===== src/rtl/mem_pkg.sv =====
// Shared definitions for the memory-access pipeline stage.
package mem_pkg;

   // Transaction sequencing states of the memory stage.
   typedef enum logic [1:0] {
      IDLE = 2'd0,
      SACC = 2'd1,
      VACC = 2'd2,
      DONE = 2'd3
   } state_e;

   // Number of bus-width beats needed to move one vector register.
   function automatic int beats(input int v, input int n);
      return v / n;
   endfunction

endpackage


===== src/rtl/beat_ctr.sv =====
// Beat counter for vector transfers: counts accepted beats, wraps to zero
// after the last one and flags when the current beat is the last.
module beat_ctr #(
   parameter int BEATS = 4,
   parameter int CW    = (BEATS > 1) ? $clog2(BEATS) : 1
) (
   input  logic          clk,
   input  logic          rst,      // asynchronous, active low
   input  logic          inc_i,
   input  logic          clr_i,
   output logic [CW-1:0] cnt_o,
   output logic          last_o
);

   logic [CW-1:0] cnt_q;
   logic [CW-1:0] cnt_d;

   assign last_o = (cnt_q == CW'(BEATS - 1));
   assign cnt_o  = cnt_q;

   // Next count: clear wins, the last beat wraps back to zero.
   always_comb begin
      cnt_d = cnt_q;
      if (clr_i) begin
         cnt_d = '0;
      end else if (inc_i) begin
         cnt_d = last_o ? '0 : cnt_q + 1'b1;
      end
   end

   // Counter register.
   always_ff @(posedge clk or negedge rst) begin
      if (!rst) begin
         cnt_q <= '0;
      end else begin
         cnt_q <= cnt_d;
      end
   end

endmodule


===== src/rtl/mem_access_stage.sv =====
// Memory stage: scalar word accesses in one bus beat, vector accesses as
// V/N consecutive word beats, stalling upstream until the result is ready.
module mem_access_stage
   import mem_pkg::*;
#(
   parameter int V = 128,
   parameter int N = 32,
   parameter int M = 4
) (
   input  logic         clk,
   input  logic         rst,        // asynchronous, active low
   input  logic         regw_M,
   input  logic         regmem_M,
   input  logic         memr_M,
   input  logic         memw_M,
   input  logic         vmem_M,
   input  logic [M-1:0] regScr_M,
   input  logic [N-1:0] ALUrslt_M,
   input  logic [N-1:0] wdata_M,
   input  logic [V-1:0] vdata_M,
   input  logic [N-1:0] mem_rdata,
   input  logic         mem_ready,
   output logic         mem_req,
   output logic         mem_we,
   output logic [N-1:0] mem_addr,
   output logic [N-1:0] mem_wdata,
   output logic         stall,
   output logic         regw_o,
   output logic         regmem_o,
   output logic [M-1:0] regScr_o,
   output logic [N-1:0] ALUrslt_o,
   output logic [N-1:0] readdata_o,
   output logic [V-1:0] regVrslt_o
);

   localparam int BEATS = beats(V, N);
   localparam int CW    = (BEATS > 1) ? $clog2(BEATS) : 1;

   state_e          state_q;
   logic [CW-1:0]   cnt;
   logic            last_beat;
   logic            ctr_inc;
   logic            ctr_clr;
   logic            mem_op;
   logic            is_load;
   logic [N-1:0]    base_addr;
   logic [N-1:0]    beat_off;
   logic [N-1:0]    sbuf_q;
   logic [N-1:0]    vbuf_q [BEATS];
   logic [V-1:0]    vbuf_flat;
   logic [N-1:0]    vdata_slice [BEATS];
   logic [BEATS-1:0] vbuf_we;

   // Both strobes high is a store, so only a pure read request is a load.
   assign mem_op    = memr_M | memw_M;
   assign is_load   = memr_M & ~memw_M;
   assign base_addr = {ALUrslt_M[N-1:2], 2'b00};
   assign beat_off  = {{(N-CW-2){1'b0}}, cnt, 2'b00};

   assign regmem_o  = regmem_M;
   assign regScr_o  = regScr_M;
   assign ALUrslt_o = ALUrslt_M;

   beat_ctr #(
      .BEATS (BEATS),
      .CW    (CW)
   ) u_beat_ctr (
      .clk    (clk),
      .rst    (rst),
      .inc_i  (ctr_inc),
      .clr_i  (ctr_clr),
      .cnt_o  (cnt),
      .last_o (last_beat)
   );

   // Per-beat slices of the vector: store data source and load buffers.
   for (genvar gi = 0; gi < BEATS; gi++) begin : g_slice
      assign vdata_slice[gi]          = vdata_M[gi*N +: N];
      assign vbuf_flat[gi*N +: N]     = vbuf_q[gi];
      assign vbuf_we[gi]              = (state_q == VACC) && mem_ready && is_load
                                        && (cnt == CW'(gi));

      // Load beat buffer: captures its beat when the bus completes it.
      always_ff @(posedge clk or negedge rst) begin
         if (!rst) begin
            vbuf_q[gi] <= '0;
         end else if (vbuf_we[gi]) begin
            vbuf_q[gi] <= mem_rdata;
         end
      end
   end

   // Scalar load buffer.
   always_ff @(posedge clk or negedge rst) begin
      if (!rst) begin
         sbuf_q <= '0;
      end else if ((state_q == SACC) && mem_ready && is_load) begin
         sbuf_q <= mem_rdata;
      end
   end

   // Transaction sequencer.
   always_ff @(posedge clk or negedge rst) begin
      if (!rst) begin
         state_q <= IDLE;
      end else begin
         case (state_q)
            IDLE: if (mem_op) state_q <= vmem_M ? VACC : SACC;
            SACC: if (mem_ready) state_q <= DONE;
            VACC: if (mem_ready && last_beat) state_q <= DONE;
            DONE: state_q <= IDLE;
            default: state_q <= IDLE;
         endcase
      end
   end

   // Bus and pipeline outputs; bus request signals depend on state and
   // counter only, never on mem_ready.
   always_comb begin
      mem_req    = 1'b0;
      mem_we     = 1'b0;
      mem_addr   = base_addr;
      mem_wdata  = wdata_M;
      stall      = 1'b0;
      regw_o     = regw_M;
      readdata_o = '0;
      regVrslt_o = vdata_M;
      ctr_inc    = 1'b0;
      ctr_clr    = 1'b0;
      case (state_q)
         IDLE: begin
            ctr_clr = 1'b1;
            if (mem_op) begin
               stall  = 1'b1;
               regw_o = 1'b0;
            end
         end
         SACC: begin
            mem_req = 1'b1;
            mem_we  = memw_M;
            stall   = 1'b1;
            regw_o  = 1'b0;
         end
         VACC: begin
            mem_req   = 1'b1;
            mem_we    = memw_M;
            mem_addr  = base_addr + beat_off;
            mem_wdata = vdata_slice[cnt];
            stall     = 1'b1;
            regw_o    = 1'b0;
            ctr_inc   = mem_ready;
         end
         DONE: begin
            readdata_o = sbuf_q;
            if (vmem_M && is_load) begin
               regVrslt_o = vbuf_flat;
            end
         end
         default: begin
            ctr_clr = 1'b1;
         end
      endcase
   end

endmodule


===== config.mk =====
export PLATFORM = sky130hd
export DESIGN_NAME = mem_access_stage
export DESIGN_NICKNAME = d
export VERILOG_FILES = /design/src/rtl/mem_pkg.sv /design/src/rtl/beat_ctr.sv /design/src/rtl/mem_access_stage.sv
export SDC_FILE = /design/constraint.sdc
export NUM_CORES = 1
export LEC_CHECK = 0
export ABC_AREA = 1
export ABC_CLOCK_PERIOD_IN_PS = 4900
export CORE_AREA = 2 2 195 197
export CTS_CLUSTER_SIZE = 25
export DETAILED_ROUTE_END_ITERATION = 10
export DIE_AREA = 0 0 197 199
export RECOVER_POWER = 100
export SYNTH_ARGS = -nofsm -noshare
export SYNTH_HDL_FRONTEND = slang
export SYNTH_SLANG_ARGS = --single-unit

===== constraint.sdc =====
create_clock -name clk -period 4.9 [get_ports clk]
set_input_delay 0.98 -clock clk [delete_from_list [all_inputs] [get_ports clk]]
set_output_delay 0.98 -clock clk [all_outputs]
set_load 0.1 [all_outputs]

Word-level counts from Yosys, hierarchy flattened:

Index checks and enable logic that the tools add are counted.
Widths: inputs -> output; s select.

* $add $sub $neg: 2
* $lt $le $gt $ge: 1
* eq/ne operators: 9
* mux-type cells: 24
* bitwise logic cells: 4
* reduce and logical (&&, ||, !) cells: 15

Operators by type and width (count)
* $mux 128: 2
* $mux 32: 5
* $bmux 32 s2: 1
* $add 32x4->32: 1
* $mux 2: 7
* $logic_and 1x1->1: 10
* $eq 2x2->1 const B: 4
* $pmux 2 s4: 1
* $mux 1: 6
* $eq 2x1->1 const B: 2
* $logic_not 2->1: 2
* $ne 2x2->1 const B: 2
* $pmux 1 s2: 2
* $ge 3x3->1 const B: 1
* $not 2->3: 1
* $reduce_and 3->1: 1
* $add 2x1->2 const B: 1
* $ne 2x1->1 const B: 1
* $reduce_bool 2->1: 1
* $reduce_or 2->1: 1
* $and 1x1->1: 1
* $not 1->1: 1
* $or 1x1->1: 1

* bits in registers: 164

Depth between registers and ports, before layout:

Gate-level depths: netlist (run 1).

* depth after elaboration: 5
* mapped depth: 13
* gate-level depth less buffers: 12

Hierarchy:

Synthesis (run 1) repeated with hierarchy kept, for this count alone.

* cells, all modules: 1277
* area total of the unflattened synthesis: 10761.6 um^2

By module, submodules not included
* mem_access_stage: instances 1, cells an instance 1265, area each 10660.2 um^2, sequential area each 4053.9 um^2
* beat_ctr: instances 1, cells an instance 12, area each 101.3 um^2, sequential area each 50.0 um^2

Worst setup path after synthesis (run 1):

No wires, ideal clock.

* kind: input to output
* from: in ALUrslt_M[2]
* to: out mem_addr[3]
* data arrival time: 3.752 ns
* slack: 0.168 ns
* cell stages on the path: 4
* path buffers: 0
* path through: ha_1 > inv_1 > fa_1 > o21ai_0

* longest elaborated chain between the ends: 2

RTL lines
* start, declared: RTL line mem_access_stage.sv:18 `input logic [N-1:0] ALUrslt_M,`
* $add 32x4->32: RTL line mem_access_stage.sv:147 `mem_addr = base_addr + beat_off;`
* $mux 32: RTL line mem_access_stage.sv:130 `case (state_q)`
* end, declared: RTL line mem_access_stage.sv:25 `output logic [N-1:0] mem_addr,`

Every way passes these cells.

Worst setup path in the final report (run 1):

* from: in memw_M
* to: out regVrslt_o[17]

* longest elaborated chain between the ends: 5

RTL lines
* start, declared: RTL line mem_access_stage.sv:15 `input logic memw_M,`
* $not 1->1: RTL line mem_access_stage.sv:56 `assign is_load = memr_M & ~memw_M;`
* $and 1x1->1: RTL line mem_access_stage.sv:56
* $logic_and 1x1->1: RTL line mem_access_stage.sv:155 `if (vmem_M && is_load) begin`
* $mux 128: RTL line mem_access_stage.sv:155
* $mux 128: RTL line mem_access_stage.sv:130
* end, declared: RTL line mem_access_stage.sv:33 `output logic [V-1:0] regVrslt_o`

Every way passes these cells.

==> results of run 1 <==
==> layer usage <==
| metal | vias to the layer above | wire length (µm) | track usage (%) |
|---|---|---|---|
| li1 | 5011 | - | - |
| met1 | 4878 | 17500 | 25.1 |
| met2 | 365 | 20200 | 35.6 |
| met3 | 48 | 2290 | 4.22 |
| met4 | 0 | 786 | 5.79 |
| met5 | - | 0 | 0 |
==> critical path, delay by kind of cell <==
kind                   cells  cell delay [ns]
buffers and inverters      3             1.93
AND/OR/NAND/NOR            2             0.22
multiplexers               1             0.43
==> stage by stage <==
| stage | utilization (%) | area [µm²] |
|---|---|---|
| detailed placement | 39.8 | 14800 |
| global route | 39.2 | 14500 |
| global placement | 39.8 | 14800 |
| CTS | 41.3 | 15300 |
| floorplan | - | 10300 |
| finish | 39.2 | 14500 |
==> cells in the final DEF, fill, tap and decap left out, types with 2 or more instances in the layout <==
cell type                         synthesis  layout
sky130_fd_sc_hd__mux2_2                  30      27
sky130_fd_sc_hd__dlygate4sd3_1            0       9
sky130_fd_sc_hd__dlymetal6s2s_1           0       2
sky130_fd_sc_hd__inv_2                    1       2
sky130_fd_sc_hd__inv_6                    0       4
sky130_fd_sc_hd__clkinvlp_4               0       2
sky130_fd_sc_hd__clkbuf_2                 0     175
sky130_fd_sc_hd__buf_4                   40      15
sky130_fd_sc_hd__inv_1                  104     104
sky130_fd_sc_hd__o21bai_1                 2       2
sky130_fd_sc_hd__mux2_1                  96      99
sky130_fd_sc_hd__nand3b_1                 3       3
sky130_fd_sc_hd__dfrtp_1                164     162
sky130_fd_sc_hd__conb_1                   1       2
sky130_fd_sc_hd__nand2_1                259     264
sky130_fd_sc_hd__clkinv_8                 0       2
sky130_fd_sc_hd__a21oi_1                  6       6
sky130_fd_sc_hd__a31oi_1                 32      32
sky130_fd_sc_hd__inv_8                    0       4
sky130_fd_sc_hd__xnor2_1                  6       6
sky130_fd_sc_hd__ha_1                    11      10
sky130_fd_sc_hd__o21ai_0                228     229
sky130_fd_sc_hd__nor2_1                 186     189
sky130_fd_sc_hd__buf_12                   0       9
sky130_fd_sc_hd__nand4_1                  4       4
sky130_fd_sc_hd__dfrtp_2                  0       2
sky130_fd_sc_hd__nand3_1                 17      17
sky130_fd_sc_hd__clkbuf_1                45      51
sky130_fd_sc_hd__clkbuf_16                0      17
sky130_fd_sc_hd__nor3_1                   1       2
sky130_fd_sc_hd__buf_2                   16       5
sky130_fd_sc_hd__clkbuf_4                 0       7
sky130_fd_sc_hd__xor2_1                  12      12
sky130_fd_sc_hd__clkdlybuf4s50_1          0     225
==> flip-flops by register name, summed over array words and instances (netlist names) <==
register / count
state_q: 2
u_beat_ctr.cnt_o: 2
sbuf_q: 32
vbuf_flat: 128
==> cells by family after synthesis <==
kind of cell / count (synthesis) / synth area share (%)
and+or+nand+nor: 484 / 18.6
other: 1 / 0.0366
muxes: 126 / 13.8
buffers and inverters: 222 / 10.6
xor gates and xnor gates: 18 / 1.54
AOI/OAI and AO/OA: 273 / 13.8
adders and majority gates: 12 / 1.54
DFF: 164 / 40.0
==> final cells by class <==
cell class	count	share of cell area, %
Multi-Input combinational cell	915	34.8
Sequential cell	164	28.2
Timing Repair Buffer	498	26.2
Tap cell	474	4.08
Clock buffer	18	3.02
Inverter	106	2.74
Clock inverter	14	0.972
==> path summary, 6_finish.rpt <==
| path | startpoint | end | slack, ns |
|---|---|---|---|
| worst min-delay path | vbuf_flat[33] | vbuf_flat[33] | 0.48 |
| min in group asynchronous | rst | vbuf_flat[48] | 1.11 |
| max in group asynchronous | rst | u_beat_ctr.cnt_o[0] | 2.34 |
| worst max-delay path | memw_M | regVrslt_o[17] | 0.28 |
| worst max register to register | state_q[0] | vbuf_flat[91] | 0.79 |
| worst min register to register | vbuf_flat[33] | vbuf_flat[33] | 0.48 |
==> power by group <==
group | switching [mW] | leakage (nW) | internal [mW]
logic | 3.49 | 4.52 | 0.855
clock network | 0.639 | 0.281 | 0.692
registers | 0.257 | 2.19 | 1.73
==> results.rst, run 1 <==
.. list-table::
   :header-rows: 1

   * - Metric
     - Value
   * - Result of the run
     - finished with violations
   * - Failing checks
     - max-capacitance violations, max-slew violations
   * - First-pass GRT wire length
     - 60.4 mm
   * - Core Region
     - 37100 µm²
   * - Post-synthesis cell type with the largest combined area
     - sky130_fd_sc_hd__dfrtp_1
   * - Antenna violations before repair
     - 0
   * - Chip width
     - 197 µm
   * - Critical path arrival
     - 3.64 ns
   * - Avg WL per Cell
     - 18.7 µm
   * - Master cell of the clock root buffer
     - sky130_fd_sc_hd__clkbuf_16
   * - Area taken by flip-flops and latches
     - 4110 µm²
   * - Count of port buffers added during placement
     - 484
   * - Worst-skew pair later-pin latency
     - 0.43 ns
   * - Die extent in y
     - 199 µm
   * - Synth cell count leaders
     - 259 x sky130_fd_sc_hd__nand2_1, 228 x sky130_fd_sc_hd__o21ai_0, 186 x sky130_fd_sc_hd__nor2_1
   * - Kind of start point of the critical path
     - input port
   * - Routed vias
     - 10302
   * - Number of unique standard cell types used by synthesis
     - 37
   * - Worst Path Class, Setup
     - input port to primary output
   * - Cell total after placement
     - 2157
   * - Final non-filler cell total
     - 2189
   * - Filler cell count
     - 3973
   * - Commonest register cell after synthesis
     - sky130_fd_sc_hd__dfrtp_1
   * - F_max
     - 217 MHz
   * - Fraction of registers with async set or reset after synthesis
     - 100%
   * - Type of the worst min-delay path
     - flip-flop to flip-flop
   * - Sinks on Clock Net
     - 164
   * - Total I/O pin count
     - 501
   * - Setup Buffers After CTS
     - 0
   * - Pin count of the biggest net entering global routing
     - 86
   * - Count of antenna-violating nets left after detailed routing
     - 0
   * - Number of enable flip-flop cells after synthesis
     - 0
   * - Number of standard-cell rows in the floorplan
     - 71
   * - Iteration-0 DRC count of the detailed router
     - 389
   * - Sum of negative setup slack
     - 0 ns
   * - Hold bufs inserted after CTS
     - 0
   * - Via density per instance
     - 4.71
   * - VDD IR-drop max
     - 0.248 mV
   * - Per-instance average area after synthesis
     - 7.89 µm²
   * - Actual slew at the worst max-slew pin
     - 2.09 ns
   * - Least setup slack across all paths after layout
     - 0.283 ns
   * - H-tree depth
     - 4
   * - Library cell with the highest instance count after synthesis
     - sky130_fd_sc_hd__nand2_1
   * - Crit-path cells
     - dlygate4sd3_1, nor2_1, nand3_4, clkbuf_4, mux2_2, clkbuf_2
   * - Drt drc
     - 0
   * - Area Overhead vs Synth
     - 41.8%
   * - Number of CTS-inserted buffers
     - 17
   * - Synthesized cell area
     - 10300 µm²
   * - Proportion of synthesized chip area in sequential cells
     - 40.0%
   * - CTS-repair resized insts
     - 0
   * - Max-capacitance violation count
     - 5
   * - Clk pin slew, worst setup/hold paths
     - 0.07 ns
   * - Sum of internal, switching and leakage power
     - 7.66 mW
   * - Number of optimization iterations in the first detailed-route pass
     - 5
   * - Required time at the worst-slack endpoint
     - 3.92 ns
   * - Worst r2r path cells
     - 9
   * - Clock tree from TritonCTS
     - built
   * - Final hold viol count
     - 0
   * - Worst-case headroom to the max-slew limit
     - -39.6%
   * - Pins Over Slew Limit
     - 266
   * - Diodes inserted
     - 0
   * - Initial core utilization
     - 27.6%
   * - Overflow after GRT
     - 0
   * - Max Root-Sink Buffers
     - 2
   * - Slowest stage cell, crit path
     - sky130_fd_sc_hd__clkbuf_4
   * - Total Die Area
     - 39200 µm²
   * - Total Wirelength
     - 40.8 mm
   * - Last weighted congestion value of the routability-driven placer
     - 0.854
   * - Cell Pwr Density
     - 526 nW/µm²
   * - Gate Count Post-Synth
     - 1300
   * - Area occupied by multi-input gates
     - 5060 µm²
   * - Hold Worst Slack
     - 0.481 ns
   * - Biggest area contributors in the synthesized netlist
     - sky130_fd_sc_hd__dfrtp_1 40%, sky130_fd_sc_hd__o21ai_0 11%, sky130_fd_sc_hd__mux2_1 11%
   * - RSZ-0062 raised after global routing
     - false
   * - Hold depth
     - 2
   * - Global-route usage over all layers
     - 20.3%
   * - Post-synthesis sequential element count
     - 164
   * - Final clock period utilization by the worst path
     - 94.2%
   * - Max Fanout on Critical Path
     - 73
   * - Number of nets in the layout
     - 1950
   * - Vias in the first global route
     - 10182
   * - Worst setup slack before clock tree synthesis
     - 0.374 ns
   * - Ratio of cells with drive above 1 in the final layout
     - 16.2%
   * - Kind of capture point of the worst setup path
     - primary output
   * - Number of setup violations in the final report
     - 0
   * - Skew final
     - 0.0127 ns
   * - Warnings, synthesis
     - 0
   * - Portion of synthesized cell area occupied by the leading cell type
     - 40.0%
   * - Worst path max stage delay
     - 0.87 ns
   * - Post-layout min period
     - 4.62 ns
   * - Sum of net half-perimeters after detailed placement
     - 30.2 mm
   * - Leakage
     - 7.00 nW
No activity file was read; power rests on OpenSTA's default activity.
==> inputs of run 2 (changes only) <==
- ABC_CLOCK_PERIOD_IN_PS: 4900 -> 5200
- CORE_AREA: 2 2 195 197 -> 2 2 196 198
- DIE_AREA: 0 0 197 199 -> 0 0 198 200
- SETUP_SLACK_MARGIN: unset -> 0.5
- clock period: 4.9 -> 5.2 ns (I/O delays scaled with it)
==> results.rst, run 2 (same netlist as run 1, synthesis figures left out) <==
.. list-table::
   :header-rows: 1

   * - Metric
     - Value
   * - Initial core utilization
     - 27.4% (-0.20 points)
   * - Vias in the first global route
     - 10553 (+3.6%)
   * - Max Fanout on Critical Path
     - 30 (-59%)
   * - Drt drc
     - 0 (unchanged)
   * - Master cell of the clock root buffer
     - sky130_fd_sc_hd__clkbuf_16
   * - Final hold viol count
     - 0 (unchanged)
   * - Final non-filler cell total
     - 2234 (+2.1%)
   * - Die extent in y
     - 200 µm (+0.50%)
   * - Kind of start point of the critical path
     - input port
   * - H-tree depth
     - 4 (unchanged)
   * - Hold Worst Slack
     - 0.483 ns (+0.00127 ns)
   * - Number of CTS-inserted buffers
     - 17 (unchanged)
   * - Number of nets in the layout
     - 1956 (+0.31%)
   * - Worst path max stage delay
     - 0.58 ns (-0.29 ns)
   * - Dominant delay contributor by cell family on the critical path
     - buffers and inverters
   * - Least setup slack across all paths after layout
     - 0.432 ns (+0.149 ns)
   * - Sinks on Clock Net
     - 164 (unchanged)
   * - Crit-path cells
     - dlygate4sd3_1, inv_1, nor2_1, nand3_4, clkbuf_2, mux2_1, clkbuf_2
   * - Critical path arrival
     - 3.73 ns (+0.09 ns)
   * - Avg WL per Cell
     - 18.6 µm (about the same)
   * - Sum of net half-perimeters after detailed placement
     - 30.8 mm (+2.0%)
   * - Leading cell type in the layout, fill and taps excluded
     - sky130_fd_sc_hd__nand2_1
   * - Cell total after placement
     - 2200 (+2.0%)
   * - Number of optimization iterations in the first detailed-route pass
     - 5 (unchanged)
   * - VDD IR-drop max
     - 0.262 mV (+5.7%)
   * - Kind of capture point of the worst setup path
     - primary output
   * - Final clock period utilization by the worst path
     - 91.7%
   * - Sum of negative setup slack
     - 0 ns (unchanged)
   * - Via density per instance
     - 4.66 (-0.90%)
   * - Pin count of the biggest net entering global routing
     - 84 (-2.3%)
   * - Setup Buffers After CTS
     - 0 (unchanged)
   * - Critical path's most frequent cell
     - sky130_fd_sc_hd__clkbuf_2
   * - Commonest non-fill, non-tap cells in the layout
     - 264 x sky130_fd_sc_hd__nand2_1, 227 x sky130_fd_sc_hd__o21ai_0, 226 x sky130_fd_sc_hd__clkdlybuf4s50_1
   * - Slowest stage cell, crit path
     - sky130_fd_sc_hd__dlygate4sd3_1
   * - Actual slew at the worst max-slew pin
     - 2.22 ns (+0.131 ns)
   * - Number of standard-cell rows in the floorplan
     - 71 (unchanged)
   * - Result of the run
     - finished with violations
   * - First-pass GRT wire length
     - 62.6 mm (+3.5%)
   * - Count of antenna-violating nets left after detailed routing
     - 0 (unchanged)
   * - Overflow after GRT
     - 0 (unchanged)
   * - Failing checks
     - max-capacitance violations, max-slew violations
   * - Chip width
     - 198 µm (+0.51%)
   * - Met1 layer wirelength in the final routing
     - 17.5 mm (-0.31%)
   * - F_max
     - 210 MHz
   * - Type of the worst min-delay path
     - flip-flop to flip-flop
   * - Count of port buffers added during placement
     - 484 (unchanged)
   * - Highest metal layer with signal wires
     - met4
   * - Ratio of cells with drive above 1 in the final layout
     - 13.8% (-2.3 points)
   * - Met2 wire length
     - 20.1 mm (-0.33%)
   * - Area Overhead vs Synth
     - 46.4%
   * - Routed vias
     - 10419 (+1.1%)
   * - Worst-skew pair later-pin latency
     - 0.44 ns (about the same)
   * - Worst setup slack before clock tree synthesis
     - 0.548 ns (+0.174 ns)
   * - Worst-case headroom to the max-slew limit
     - -48.3% (-8.7 points)
   * - Pins Over Slew Limit
     - 175 (-34%)
   * - Max Root-Sink Buffers
     - 2 (unchanged)
   * - Post-layout min period
     - 4.77 ns
   * - Clock tree from TritonCTS
     - built
   * - Core Region
     - 37400 µm² (+0.72%)
   * - Max-capacitance violation count
     - 3 (-2)
   * - Iteration-0 DRC count of the detailed router
     - 391 (+0.51%)
   * - Routed length on met3
     - 2.80 mm (+22%)
   * - Total I/O pin count
     - 501 (unchanged)
   * - Number of setup violations in the final report
     - 0 (unchanged)
   * - Skew final
     - 0.0120 ns (-0.000685 ns)
   * - Cell Pwr Density
     - 484 nW/µm² (-8.0%)
   * - Antenna violations before repair
     - 1 (+1)
   * - Leakage
     - 7.10 nW (+1.5%)
   * - Required time at the worst-slack endpoint
     - 4.16 ns (+0.24 ns)
   * - Global-route usage over all layers
     - 20.8% (+0.54 points)
   * - Max FFs per register
     - 128 (unchanged)
   * - Last weighted congestion value of the routability-driven placer
     - 0.878 (+2.8%)
   * - Total Wirelength
     - 41.6 mm (+2.0%)
   * - Clk pin slew, worst setup/hold paths
     - 0.06 ns (about the same)
   * - Total Die Area
     - 39600 µm² (+1.0%)
   * - RSZ-0062 raised after global routing
     - false
   * - Worst Path Class, Setup
     - input port to primary output
   * - Number of buffers and inverters on the critical path
     - 4 (+1)
-- run 2: cell count changes in the layout (fill, tap and decap cells not counted), sizes merged, moves of 2 or more --
cell          before  now
diode              0    2
dlymetal6s2s       2    0
buf               29   92
dlygate4sd3        9   60
clkbuf           251  144
-- run 2: power by group --
group / leakage [nW] / switching (mW) / total, mW / internal, mW
Combinational: 4.62 / 3.29 / 4.14 / 0.849
Sequential: 2.19 / 0.241 / 1.87 / 1.63
Clock: 0.287 / 0.579 / 1.27 / 0.687
Total: 7.10 / 4.11 / 7.27 / 3.17
-- run 2: path summary, 6_finish.rpt --
check / start / endpoint / slack, ns / depth (start not counted)
max in group asynchronous: rst / u_beat_ctr.cnt_o[0] / 2.32 / 1
max: memr_M / regVrslt_o[57] / 0.43 / 7
min reg2reg: vbuf_flat[75] / vbuf_flat[75] / 0.48 / 2
min in group asynchronous: rst / vbuf_flat[48] / 1.21 / 1
min: vbuf_flat[75] / vbuf_flat[75] / 0.48 / 2
max reg2reg: state_q[0] / vbuf_flat[94] / 1.00 / 9
-- run 2: metrics by stage --
| stage | area (µm²) | utilization (%) | total power [mW] |
|---|---|---|---|
| after floorplan | 10300 | - | 5.10 |
| after CTS | 15500 | 41.4 | 7.52 |
| after detailed placement | 14900 | 39.9 | 6.23 |
| final | 15000 | 40.2 | 7.27 |
| after global routing | 15000 | 40.2 | 7.66 |
| after global placement | 14900 | 39.9 | 6.20 |
-- run 2: routing by layer --
metal / vias up / GRT usage [%]
met2: 389 / 35.5
li1: 5027 / -
met5: - / 0
met3: 67 / 4.77
met4: 0 / 7.96
met1: 4936 / 25.7
-- run 2: final cells by class --
| class | count | area (µm²) |
|---|---|---|
| clock inverter | 14 | 141 |
| antenna | 2 | 5.00 |
| timing repair buffer | 504 | 4200 |
| fill | 3918 | 22400 |
| inverter | 106 | 398 |
| clock buffer | 18 | 439 |
| multi-input combinational | 915 | 5080 |
| tap | 511 | 639 |
| sequential | 164 | 4110 |
-- run 2: worst reg2reg max path, cell delays in order (launching register included) --
cell and delay (ns):
sky130_fd_sc_hd__dfrtp_1 0.42, sky130_fd_sc_hd__inv_1 0.15, sky130_fd_sc_hd__ha_4 0.49, sky130_fd_sc_hd__buf_4 0.48, sky130_fd_sc_hd__nand2_1 0.19, sky130_fd_sc_hd__nor3_1 0.44, sky130_fd_sc_hd__nand2_1 1.01, sky130_fd_sc_hd__clkbuf_2 0.64
sky130_fd_sc_hd__nand2_1 0.15, sky130_fd_sc_hd__o21ai_0 0.09
-- run 2: timing repair --
action / CTS / global route
setup endpoints to repair: 0 / 5
gates resized for setup: 0 / 4
hold buffers: 0 / 0
==> inputs of run 3 (changes only) <==
- MAX_ROUTING_LAYER: unset -> met4
==> results.rst, run 3 (same netlist as run 1, synthesis figures left out) <==
.. list-table::
   :header-rows: 1

   * - Metric
     - Value
   * - Result of the run
     - finished with violations
   * - Failing checks
     - max-capacitance violations, max-slew violations
   * - Via density per instance
     - 4.67 (about the same)
   * - Number of nets in the layout
     - 1949 (-0.36%)
   * - First-pass GRT wire length
     - 60.7 mm (-3.0%)
   * - Drt drc
     - 0 (unchanged)
   * - Avg WL per Cell
     - 18.5 µm (-1.0%)
   * - Initial core utilization
     - 27.4% (unchanged)
   * - Sum of negative setup slack
     - 0 ns (unchanged)
   * - Launching point of the worst reg2reg path
     - state_q[0]
   * - VDD IR-drop max
     - 0.277 mV (+5.5%)
   * - Critical path arrival
     - 3.76 ns (+0.03 ns)
   * - Final non-filler cell total
     - 2225 (-0.40%)
   * - Startpoint of the tightest hold check path
     - vbuf_flat[6]
   * - Number of CTS-inserted buffers
     - 17 (unchanged)
   * - Cell Pwr Density
     - 488 nW/µm² (+0.90%)
   * - Kind of start point of the critical path
     - input port
   * - Worst-case headroom to the max-slew limit
     - -42.5% (+5.8 points)
   * - Internal cell power
     - 3.13 mW (-1.1%)
   * - Worst setup slack before clock tree synthesis
     - 0.518 ns (-0.0296 ns)
   * - Core Region
     - 37400 µm² (unchanged)
   * - Chip width
     - 198 µm (unchanged)
   * - Master cell of the clock root buffer
     - sky130_fd_sc_hd__clkbuf_16
   * - Sum of net half-perimeters after detailed placement
     - 30.1 mm (-2.3%)
   * - Max-capacitance violation count
     - 4 (+1)
   * - Number of optimization iterations in the first detailed-route pass
     - 5 (unchanged)
   * - H-tree depth
     - 4 (unchanged)
   * - Worst-skew pair later-pin latency
     - 0.44 ns (about the same)
   * - Global-route usage over all layers
     - 20.9% (+0.075 points)
   * - Antenna violations before repair
     - 0 (-1)
   * - Count of antenna-violating nets left after detailed routing
     - 0 (unchanged)
   * - Net switching power figure
     - 4.12 mW (+0.24%)
   * - Least setup slack across all paths after layout
     - 0.397 ns (-0.0345 ns)
   * - Die extent in y
     - 200 µm (unchanged)
   * - Clock power share
     - 17.6% (+0.2 points)
   * - Max Root-Sink Buffers
     - 2 (unchanged)
   * - Vias in the first global route
     - 10338 (-2.0%)
   * - Number of setup violations in the final report
     - 0 (unchanged)
   * - Actual slew at the worst max-slew pin
     - 2.14 ns (-0.0875 ns)
   * - Final hold viol count
     - 0 (unchanged)
   * - Final core utilization
     - 39.7% (-0.50 points)
   * - Overflow after GRT
     - 0 (unchanged)
   * - Worst Path Class, Setup
     - input port to primary output
   * - Post-detailed-placement cell area
     - 14800 µm² (-0.44%)
   * - RSZ-0062 raised after global routing
     - false
   * - Total Die Area
     - 39600 µm² (unchanged)
   * - Area Overhead vs Synth
     - 44.6%
   * - Hold Worst Slack
     - 0.481 ns (-0.00185 ns)
   * - Pins Over Slew Limit
     - 249 (+42%)
   * - Count of port buffers added during placement
     - 484 (unchanged)
   * - Total Wirelength
     - 41.1 mm (-1.4%)
   * - Iteration-0 DRC count of the detailed router
     - 407 (+4.1%)
   * - Cell total after placement
     - 2193 (-0.32%)
   * - Clock tree from TritonCTS
     - built
   * - Leakage
     - 7.02 nW (-1.1%)
   * - Commonest non-fill, non-tap cells in the layout
     - 264 x sky130_fd_sc_hd__nand2_1, 228 x sky130_fd_sc_hd__o21ai_0, 227 x sky130_fd_sc_hd__clkdlybuf4s50_1
   * - Relative contribution of sequential cells to total power
     - 25.8% (about the same)
   * - Number of standard-cell rows in the floorplan
     - 71 (unchanged)
   * - Kind of capture point of the worst setup path
     - primary output
   * - F_max
     - 208 MHz (-0.72%)
   * - Final clock period utilization by the worst path
     - 92.4% (+0.66 points)
   * - Switching part of the total power
     - 56.8% (+0.34 points)
   * - Diodes inserted
     - 0 (-2)
   * - Routed vias
     - 10381 (-0.36%)
   * - Combinational Power Share
     - 56.5% (-0.4 points)
   * - Clk pin slew, worst setup/hold paths
     - 0.07 ns (about the same)
   * - Required time at the worst-slack endpoint
     - 4.16 ns (about the same)
   * - Leading cell type in the layout, fill and taps excluded
     - sky130_fd_sc_hd__nand2_1
   * - Post-layout min period
     - 4.80 ns (+0.0345 ns)
   * - Total I/O pin count
     - 501 (unchanged)
   * - Sinks on Clock Net
     - 164 (unchanged)
   * - Last weighted congestion value of the routability-driven placer
     - 0.905 (+3.1%)
   * - Type of the worst min-delay path
     - flip-flop to flip-flop
   * - Max FFs per register
     - 128 (unchanged)
   * - Total non-filler cell area in the finished layout
     - 14800 µm² (-1.2%)
   * - Hold bufs inserted after CTS
     - 0 (unchanged)
   * - Pin count of the biggest net entering global routing
     - 84 (unchanged)
   * - Skew final
     - 0.0129 ns (+0.000905 ns)
   * - Startpoint of the most critical setup path
     - ALUrslt_M[2]
   * - Max Fanout on Critical Path
     - 3 (-90%)
   * - Ratio of cells with drive above 1 in the final layout
     - 13.3% (-0.53 points)
   * - Sum of internal, switching and leakage power
     - 7.25 mW (-0.36%)
## run 3: worst paths after layout
path                                  to  slack, ns  cells after the start
setup / recovery            mem_addr[12]       0.40                     10
setup reg to reg           vbuf_flat[84]       0.85                      9
hold reg to reg             vbuf_flat[6]       0.48                      2
max in group asynchronous     sbuf_q[14]       1.05                      2
min in group asynchronous  vbuf_flat[48]       1.19                      1
hold / removal              vbuf_flat[6]       0.48                      2
## run 3: layout make-up
type,count,area (µm²)
fill,3947,22600
clock inverter,14,164
clock buffer,18,429
multi-input combinational,915,5080
timing repair buffer,497,4010
tap,511,639
sequential,164,4110
inverter,106,398
## run 3: metal layers
| layer | up-vias | track usage (%) | share of wire [%] | wire, µm |
|---|---|---|---|---|
| met1 | 4913 | 24.7 | 42 | 17100 |
| met3 | 71 | 4.65 | 6.9 | 2830 |
| met5 | - | - | 0 | 0 |
| met2 | 407 | 34.9 | 48 | 19900 |
| li1 | 4990 | - | - | - |
| met4 | 0 | 7.85 | 3.0 | 1220 |
## run 3: power groups by stage
stage / combinational (mW) / sequential, mW / clock [mW]
after global routing: 4.34 / 1.92 / 1.37
after global placement: 4.30 / 1.88 / 0
after floorplan: 3.32 / 1.78 / 0
final: 4.10 / 1.87 / 1.28
after detailed placement: 4.33 / 1.89 / 0
after CTS: 4.34 / 1.87 / 1.30
## run 3: critical path: stages
cell and delay [ns]:
sky130_fd_sc_hd__clkdlybuf4s50_1 0.50, sky130_fd_sc_hd__ha_1 0.17, sky130_fd_sc_hd__inv_1 0.06, sky130_fd_sc_hd__fa_1 0.41
sky130_fd_sc_hd__inv_1 0.09, sky130_fd_sc_hd__nand3_1 0.09, sky130_fd_sc_hd__nor2_1 0.24, sky130_fd_sc_hd__nand2_1 0.11
sky130_fd_sc_hd__xnor2_1 0.16, sky130_fd_sc_hd__clkbuf_1 0.89
## run 3: repair_timing
action,CTS,global route
buffers inserted,0,0
endpoints found under the setup margin,0,5
resized for setup,0,4
